==> src/rtl/alu32_pkg.sv <==
// Shared opcodes, FSM state type and status-word bit positions for alu_32.
// The ALU32_MUL_EN macro enables the multiplier (opcodes B/C); by default they decode as illegal.
package alu32_pkg;

    localparam int WIDTH      = 32;
    localparam int MUL_CYCLES = 32;

    localparam logic [3:0] OP_ADD  = 4'h0;
    localparam logic [3:0] OP_SUB  = 4'h1;
    localparam logic [3:0] OP_AND  = 4'h2;
    localparam logic [3:0] OP_OR   = 4'h3;
    localparam logic [3:0] OP_XOR  = 4'h4;
    localparam logic [3:0] OP_NOR  = 4'h5;
    localparam logic [3:0] OP_SLL  = 4'h6;
    localparam logic [3:0] OP_SRL  = 4'h7;
    localparam logic [3:0] OP_SRA  = 4'h8;
    localparam logic [3:0] OP_SLT  = 4'h9;
    localparam logic [3:0] OP_SLTU = 4'hA;
    localparam logic [3:0] OP_MUL  = 4'hB;
    localparam logic [3:0] OP_MULH = 4'hC;

    typedef enum logic {
        ST_IDLE = 1'b0,
        ST_BUSY = 1'b1
    } state_e;

    localparam int DONE_BIT = 0;
    localparam int ILL_BIT  = 1;
    localparam int Z_BIT    = 2;
    localparam int C_BIT    = 3;
    localparam int V_BIT    = 4;
    localparam int N_BIT    = 5;

endpackage

==> src/rtl/alu32_mul_seq.sv <==
// Iterative 32x32 unsigned shift-add multiplier, one partial product per cycle.
// product is the accumulator value after the current step, valid with done.
module alu32_mul_seq
    import alu32_pkg::*;
(
    input  logic        clk,
    input  logic        rst,
    input  logic        start,
    input  logic [31:0] a,
    input  logic [31:0] b,
    output logic        busy,
    output logic        done,
    output logic [63:0] product
);

    logic [63:0] mcand_q, mcand_d;
    logic [63:0] acc_q, acc_d;
    logic [31:0] mplier_q, mplier_d;
    logic [4:0]  cnt_q, cnt_d;
    logic        busy_q, busy_d;

    always_comb begin
        mcand_d  = mcand_q;
        acc_d    = acc_q;
        mplier_d = mplier_q;
        cnt_d    = cnt_q;
        busy_d   = busy_q;
        product  = acc_q + (mplier_q[0] ? mcand_q : 64'd0);
        done     = busy_q && (cnt_q == 5'(MUL_CYCLES - 1));
        if (busy_q) begin
            acc_d    = product;
            mcand_d  = mcand_q << 1;
            mplier_d = mplier_q >> 1;
            cnt_d    = cnt_q + 5'd1;
            if (done) begin
                busy_d = 1'b0;
            end
        end else if (start) begin
            mcand_d  = {32'd0, a};
            mplier_d = b;
            acc_d    = 64'd0;
            cnt_d    = 5'd0;
            busy_d   = 1'b1;
        end
    end

    always_ff @(posedge clk or posedge rst) begin
        if (rst) begin
            mcand_q  <= 64'd0;
            acc_q    <= 64'd0;
            mplier_q <= 32'd0;
            cnt_q    <= 5'd0;
            busy_q   <= 1'b0;
        end else begin
            mcand_q  <= mcand_d;
            acc_q    <= acc_d;
            mplier_q <= mplier_d;
            cnt_q    <= cnt_d;
            busy_q   <= busy_d;
        end
    end

    assign busy = busy_q;

endmodule

==> src/rtl/alu_32.sv <==
// 32-bit registered ALU; single-cycle logic/arith, optional 32-cycle multiply.
// Define ALU32_MUL_EN to build the multiplier and BUSY state.
module alu_32
    import alu32_pkg::*;
(
    input  logic        clk,
    input  logic        rst,
    input  logic [31:0] a,
    input  logic [31:0] b,
    input  logic [3:0]  op,
    output logic [31:0] result,
    output logic [31:0] opdone
);

    state_e      state_q, state_d;
    logic [31:0] result_q, result_d;
    logic [5:0]  flags_q, flags_d;

    logic [32:0] sum33, diff33;
    logic [31:0] alu_res;
    logic        alu_c, alu_v, alu_ill;
    logic [4:0]  shamt;

`ifdef ALU32_MUL_EN
    logic        mulh_q, mulh_d;
    logic        mul_start, mul_busy, mul_done;
    logic [63:0] mul_prod;
    logic [31:0] mul_res;
    logic        is_mul;

    assign is_mul  = (op == OP_MUL) || (op == OP_MULH);
    assign mul_res = mulh_q ? mul_prod[63:32] : mul_prod[31:0];

    alu32_mul_seq u_mul (
        .clk     (clk),
        .rst     (rst),
        .start   (mul_start),
        .a       (a),
        .b       (b),
        .busy    (mul_busy),
        .done    (mul_done),
        .product (mul_prod)
    );
`endif

    assign sum33  = {1'b0, a} + {1'b0, b};
    assign diff33 = {1'b0, a} - {1'b0, b};
    assign shamt  = b[4:0];

    always_comb begin
        alu_res = 32'd0;
        alu_c   = 1'b0;
        alu_v   = 1'b0;
        alu_ill = 1'b0;
        case (op)
            OP_ADD: begin
                alu_res = sum33[31:0];
                alu_c   = sum33[32];
                alu_v   = (a[31] == b[31]) && (sum33[31] != a[31]);
            end
            OP_SUB: begin
                alu_res = diff33[31:0];
                alu_c   = ~diff33[32];
                alu_v   = (a[31] != b[31]) && (diff33[31] != a[31]);
            end
            OP_AND:  alu_res = a & b;
            OP_OR:   alu_res = a | b;
            OP_XOR:  alu_res = a ^ b;
            OP_NOR:  alu_res = ~(a | b);
            OP_SLL:  alu_res = a << shamt;
            OP_SRL:  alu_res = a >> shamt;
            OP_SRA:  alu_res = 32'($signed(a) >>> shamt);
            OP_SLT:  alu_res = {31'd0, $signed(a) < $signed(b)};
            OP_SLTU: alu_res = {31'd0, a < b};
`ifdef ALU32_MUL_EN
            OP_MUL, OP_MULH: alu_res = 32'd0;
`endif
            default: alu_ill = 1'b1;
        endcase
    end

    always_comb begin
        state_d  = state_q;
        result_d = result_q;
        flags_d  = flags_q;
`ifdef ALU32_MUL_EN
        mulh_d    = mulh_q;
        mul_start = 1'b0;
`endif
        unique case (state_q)
            ST_IDLE: begin
`ifdef ALU32_MUL_EN
                if (is_mul) begin
                    flags_d[DONE_BIT] = 1'b0;
                    mul_start         = 1'b1;
                    mulh_d            = (op == OP_MULH);
                    state_d           = ST_BUSY;
                end else
`endif
                begin
                    flags_d           = 6'd0;
                    flags_d[DONE_BIT] = 1'b1;
                    if (alu_ill) begin
                        // Illegal ops report only done+illegal, no result flags.
                        result_d         = 32'd0;
                        flags_d[ILL_BIT] = 1'b1;
                    end else begin
                        result_d       = alu_res;
                        flags_d[Z_BIT] = (alu_res == 32'd0);
                        flags_d[C_BIT] = alu_c;
                        flags_d[V_BIT] = alu_v;
                        flags_d[N_BIT] = alu_res[31];
                    end
                end
            end
            ST_BUSY: begin
`ifdef ALU32_MUL_EN
                if (mul_done) begin
                    result_d          = mul_res;
                    flags_d           = 6'd0;
                    flags_d[DONE_BIT] = 1'b1;
                    flags_d[Z_BIT]    = (mul_res == 32'd0);
                    flags_d[N_BIT]    = mul_res[31];
                    state_d           = ST_IDLE;
                end else if (!mul_busy) begin
                    state_d = ST_IDLE;
                end
`else
                state_d = ST_IDLE;
`endif
            end
        endcase
    end

    always_ff @(posedge clk or posedge rst) begin
        if (rst) begin
            state_q  <= ST_IDLE;
            result_q <= 32'd0;
            flags_q  <= 6'd0;
        end else begin
            state_q  <= state_d;
            result_q <= result_d;
            flags_q  <= flags_d;
        end
    end

`ifdef ALU32_MUL_EN
    always_ff @(posedge clk or posedge rst) begin
        if (rst) begin
            mulh_q <= 1'b0;
        end else begin
            mulh_q <= mulh_d;
        end
    end
`endif

    assign result = result_q;
    assign opdone = {26'd0, flags_q};

endmodule

==> config.mk <==
export PLATFORM = sky130hd
export DESIGN_NAME = alu_32
export DESIGN_NICKNAME = d
export VERILOG_FILES = /design/src/rtl/alu32_pkg.sv /design/src/rtl/alu32_mul_seq.sv /design/src/rtl/alu_32.sv
export SDC_FILE = /design/constraint.sdc
export NUM_CORES = 1
export LEC_CHECK = 0
export ABC_AREA = 1
export BUFFER_PORTS_ARGS = -buffer_cell sky130_fd_sc_hd__buf_2
export CORE_MARGIN = 4
export CORE_UTILIZATION = 66
export CTS_CLUSTER_SIZE = 14
export DETAILED_ROUTE_END_ITERATION = 8
export PLACE_DENSITY = 0.93
export SYNTH_ARGS = -nofsm -noshare
export SYNTH_HDL_FRONTEND = slang
export SYNTH_SLANG_ARGS = --single-unit
==> constraint.sdc <==
create_clock -name clk -period 1.8 [get_ports clk]
set_clock_uncertainty 0.15 [all_clocks]
set_input_delay 0.36 -clock clk [delete_from_list [all_inputs] [get_ports clk]]
set_output_delay 0.36 -clock clk [all_outputs]
set_load 0.01 [all_outputs]
==> results of run 1 <==
## cells by family after synthesis
| family | count (synthesis) |
|---|---|
| xor gates and xnor gates | 1 |
| adders and majority gates | 107 |
| buffers and inverters | 394 |
| other | 2 |
| DFF | 37 |
| and+or+nand+nor | 1467 |
| AOI/OAI and AO/OA | 234 |
## per-stage QoR
step                      TNS [ps]  utilization [%]  worst slack, ps  hold slack (ps)
after floorplan             -10810                -             -657              337
after global placement      -25730             89.3            -1080              305
after detailed placement    -30860             89.3            -1370              348
## cells in the mapped netlist, drive strengths merged, types with 3 or more instances
master  count  share of area (%)
nor2      235                7.8
dfrtp      37                8.0
clkbuf     25               0.82
and2        3               0.16
o211ai     14               0.91
nand3     466                 20
o21bai     15               0.97
a21oi      92                4.0
nand4      34                1.8
buf       102                5.1
a221oi      3               0.23
nand3b      4               0.26
o21ai      83                3.6
o22ai      14               0.76
nand2     689                 22
or2         4               0.22
inv       266                8.6
nor3       29                1.3
ha        105                 11
==> flow_metrics.py, run 1 <==
metrics = {
    "cts": {
        "cts_resized": 776,
        "root_buffer": "clkbuf_16",
        "cts_buffer_depth": 2,
        "ctsHtreeMaxLevel": 2,
        "numCtsBuffers": 5,
        "clock_sinks": 37,
        "hold_buffers": 0,
        "post-cts-setup-buffers": 64,
    },
    "run_status": {
        "status": "stopped before the end",
        "failed_stage": "clock tree synthesis",
        "error": "[ERROR DPL-0038] Utilization greater than 100%, impossible to legalize",
    },
    "floorplan": {
        "start_util_pct": 67.3,
        "ioPinCount": 134,
        "num_rows": 48,
        "dieWidth_um": 141,
        "die-height_um": 141,
    },
    "logic_synthesis": {
        "syn_inst": 2242,
        "synth-seq-cells": 37,
        "yosysWarnings": 0,
        "synth_top_family_by_area": "simple AND/OR/NAND/NOR gates",
        "synthMuxAreaShare_pct": 0,
        "synthFlopType": "dfrtp_1",
        "syn_area_um2": 11600,
        "yosysSeqAreaShare_pct": 7.98,
        "yosys.area_share.simple_pct": 54.3,
        "synth.avg_cell_area_um2": 5.17,
        "synth-adder-area-share_pct": 11.7,
        "synth_edf_count": 0,
        "synth_xor_xnor_area_share_pct": 0.0755,
        "synth_compound_area_share_pct": 11.3,
        "ys_types": 46,
        "async_flop_share_pct": 100,
    },
    "place": {
        "dp.cells": 2906,
        "postPlaceCellArea_um2": 15400,
        "numPortBuffers": 107,
        "gp_congestion": 1.42,
        "hpwl_um": 52600,
    },
}
==> run 2, diff against run 1 <==
--- a/config.mk
+++ b/config.mk
@@ -8,10 +8,9 @@
 export ABC_AREA = 1
 export BUFFER_PORTS_ARGS = -buffer_cell sky130_fd_sc_hd__buf_2
 export CORE_MARGIN = 4
-export CORE_UTILIZATION = 66
-export CTS_CLUSTER_SIZE = 14
+export CORE_UTILIZATION = 40
 export DETAILED_ROUTE_END_ITERATION = 8
-export PLACE_DENSITY = 0.93
+export PLACE_DENSITY_LB_ADDON = 0.15
 export SYNTH_ARGS = -nofsm -noshare
 export SYNTH_HDL_FRONTEND = slang
 export SYNTH_SLANG_ARGS = --single-unit
==> run 2 against run 1 <==
The flow now finishes, with violations (negative setup slack). Synthesized cell count is the same. Synthesized area unchanged.
==> flow_metrics.py, run 2 <==
metrics = {
    "run_status": {
        "status": "complete, but fails checks",
        "violations": "negative setup slack",
    },
    "cts": {
        "ctsHtreeMaxLevel": 2,
        "root_buffer": "clkbuf_16",
        "hold_buffers": 0,
        "clk_pin_slew_worst_paths_ps": 50,
        "cts_tree": "yes",
        "clock_sinks": 37,
        "cts_buffer_depth": 2,
        "numCtsBuffers": 5,
    },
    "floorplan": {
        "dieWidth_um": 178,
        "ioPinCount": 134,
        "die_area_um2": 31800,
        "start_util_pct": 40.5,
        "coreArea_um2": 28600,
        "num_rows": 62,
        "die-height_um": 178,
    },
    "logic_synthesis": {
        "yosysWarnings": 0,
        "synth.avg_cell_area_um2": 5.17,
        "syn_area_um2": 11600,
        "yosys-top-cells-area": "nand2_1, nand3_1, ha_1",
        "synth_top_area_share_pct": 22.2,
        "synth.most_common_cell": "nand2_1",
        "ys_types": 46,
        "syn_inst": 2242,
        "synth-seq-cells": 37,
        "synth_commonest_cells": "nand2_1, nand3_1, inv_1",
        "synth_edf_count": 0,
        "async_flop_share_pct": 100,
        "yosysTopAreaCell": "nand2_1",
        "yosysSeqAreaShare_pct": 7.98,
        "synthFlopType": "dfrtp_1",
    },
    "sta": {
        "rsz0062_at_grt": "true",
        "fin_crit_sh_pct": 145,
        "worst_slack_ps": -805,
        "min_period_ps": 2610,
        "setup_tns_ps": -15000,
        "fmax_ghz": 0.384,
        "max_slew.worst_pin.slew_ps": 654,
        "max_slew_margin_pct": 56.3,
        "drv_slew": 0,
        "hold_viol": 0,
        "setup_viol": 35,
    },
    "grt": {
        "grt-ovfl-total": 0,
        "grtUsageTotal_pct": 41.2,
        "grt_antenna_before_repair": 0,
        "grt_max_degree": 64,
        "grt_pass1_vias": 17500,
        "grt_first_pass_wirelength_um": 99600,
    },
    "cells_and_area": {
        "layout_commonest_cell": "buf_4",
        "area_growth_pct": 76.2,
        "largest_reg_flops": 31,
        "drive_gt1_share_pct": 47.8,
        "diodes": 0,
        "finalNetCount": 3099,
        "fin_area_um2": 20400,
        "fill_cells": 2463,
        "layout_common_cells": "buf_4, nand2_1, nand3_1",
    },
    "worst_setup_path": {
        "critPathArrivalTime_ps": 2670,
        "crit_end": "flags_q[2]$_DFF_PP0_",
        "worstSetupStartpoint": "a[10]",
        "cp.required_ps": 1860,
        "path_max_fanout": 5,
        "cp-start-kind": "input pin",
        "end_kind": "flip-flop",
        "worstSetupPathType": "input pin to flip-flop",
    },
    "pwr": {
        "power_density_nw_per_um2": 400,
        "peakVddDrop_v": 0.000269,
        "p_leak_nw": 10.7,
    },
    "route": {
        "antenna_left": 0,
        "wl_um": 70700,
        "drc": 0,
        "routed_via_density": 5.72,
        "avgRoutedWirePerCell_um": 21.4,
        "num_vias": 18900,
        "drt-initial-drc-count": 2236,
        "drt_first_pass_iters": 7,
    },
    "place": {
        "hpwl_um": 56100,
        "gp_congestion": 1.06,
        "postPlaceCellArea_um2": 16900,
        "numPortBuffers": 107,
    },
    "hold_path": {
        "hold_class": "input pin to async pin",
    },
    "job": {
        "drv_cap": 0,
    },
}
run 2: report_power, final:
group / internal [mW] / switching (mW) / total (mW) / leakage (nW)
combinational: 2.75 / 3.67 / 6.42 / 10.2
sequential: 0.927 / 0.0198 / 0.947 / 0.480
clock: 0.514 / 0.295 / 0.809 / 0.0652
run 2: worst min path at each step:
stage          startpoint                   end  slack [ps]  cells after the start
3_3_place_gp          rst  flags_q[0]$_DFF_PP0_         330                      3
2_1_floorplan       op[3]  flags_q[1]$_DFF_PP0_         340                      2
5_1_grt               rst  flags_q[5]$_DFF_PP0_          80                      3
3_5_place_dp          rst  flags_q[0]$_DFF_PP0_         330                      3
6_report              rst  flags_q[0]$_DFF_PP0_          20                      3
4_1_cts               rst  flags_q[0]$_DFF_PP0_          30                      3
run 2: kinds of logic (layout without fill, tap and decap cells):
group / Yosys count / in the layout / synth area share (%)
other: 2 / 27 / 0.0648
AO/OA/AOI/OAI: 234 / 234 / 11.3
AND/OR/NAND/NOR: 1467 / 1467 / 54.3
adder cells (fa/ha/maj): 107 / 107 / 11.7
flip-flops: 37 / 37 / 7.98
XOR/XNOR: 1 / 1 / 0.0755
buffers and inverters: 394 / 1050 / 14.6
run 2: per-layer routing:
| metal | share of wire, % | up-vias | track usage, % |
|---|---|---|---|
| li1 | - | 8625 | - |
| met1 | 39 | 8800 | 53.3 |
| met2 | 44 | 1191 | 67.5 |
| met3 | 9.6 | 294 | 4.22 |
| met4 | 7.4 | 0 | 22.0 |
| met5 | 0 | - | 0 |
run 2: stage by stage:
stage	instances	power [mW]	worst slack (ps)	hold slack (ps)	utilization, %
after floorplan	2267	3.33	-657	337	-
after global placement	3236	5.85	-1480	327	59.0
after detailed placement	3236	5.90	-1490	325	59.0
after CTS	3273	7.26	-690	28.5	65.0
after global routing	3307	8.57	-910	84.3	71.4
final	3307	8.18	-805	22.9	71.4
run 2: final cells by class:
cell class                 instances  area, µm²  area share, %
multi-input combinational       1836      11700           57.5
inverter                         267       1090           5.32
clock buffer                       8        136          0.667
timing repair buffer             775       6060           29.7
tap                              384        480           2.35
sequential                        37        926           4.53
run 2: critical path: stages:
cell and delay, ps:
buf_2 130, buf_4 170, ha_1 210, inv_2 90, o21ai_1 70, buf_4 160, nand2_1 90, nand2_2 80
nand2_1 70, nand2_2 60, buf_4 130, inv_4 50, nand3_4 80, nand3_4 120, nand4_1 260, nor2_2 220
nand2_1 60, nor2_1 110, nand2_1 70, nor2_1 80
run 2: timing repair:
action | 4_1_cts | 5_1_grt
endpoints found under the setup margin | 35 | 35
setup buffers | 31 | 32
pin swaps | 86 | 130
resized for setup | 372 | 456
gates cloned | 2 | 2
Power figures use the tool's default switching activity.
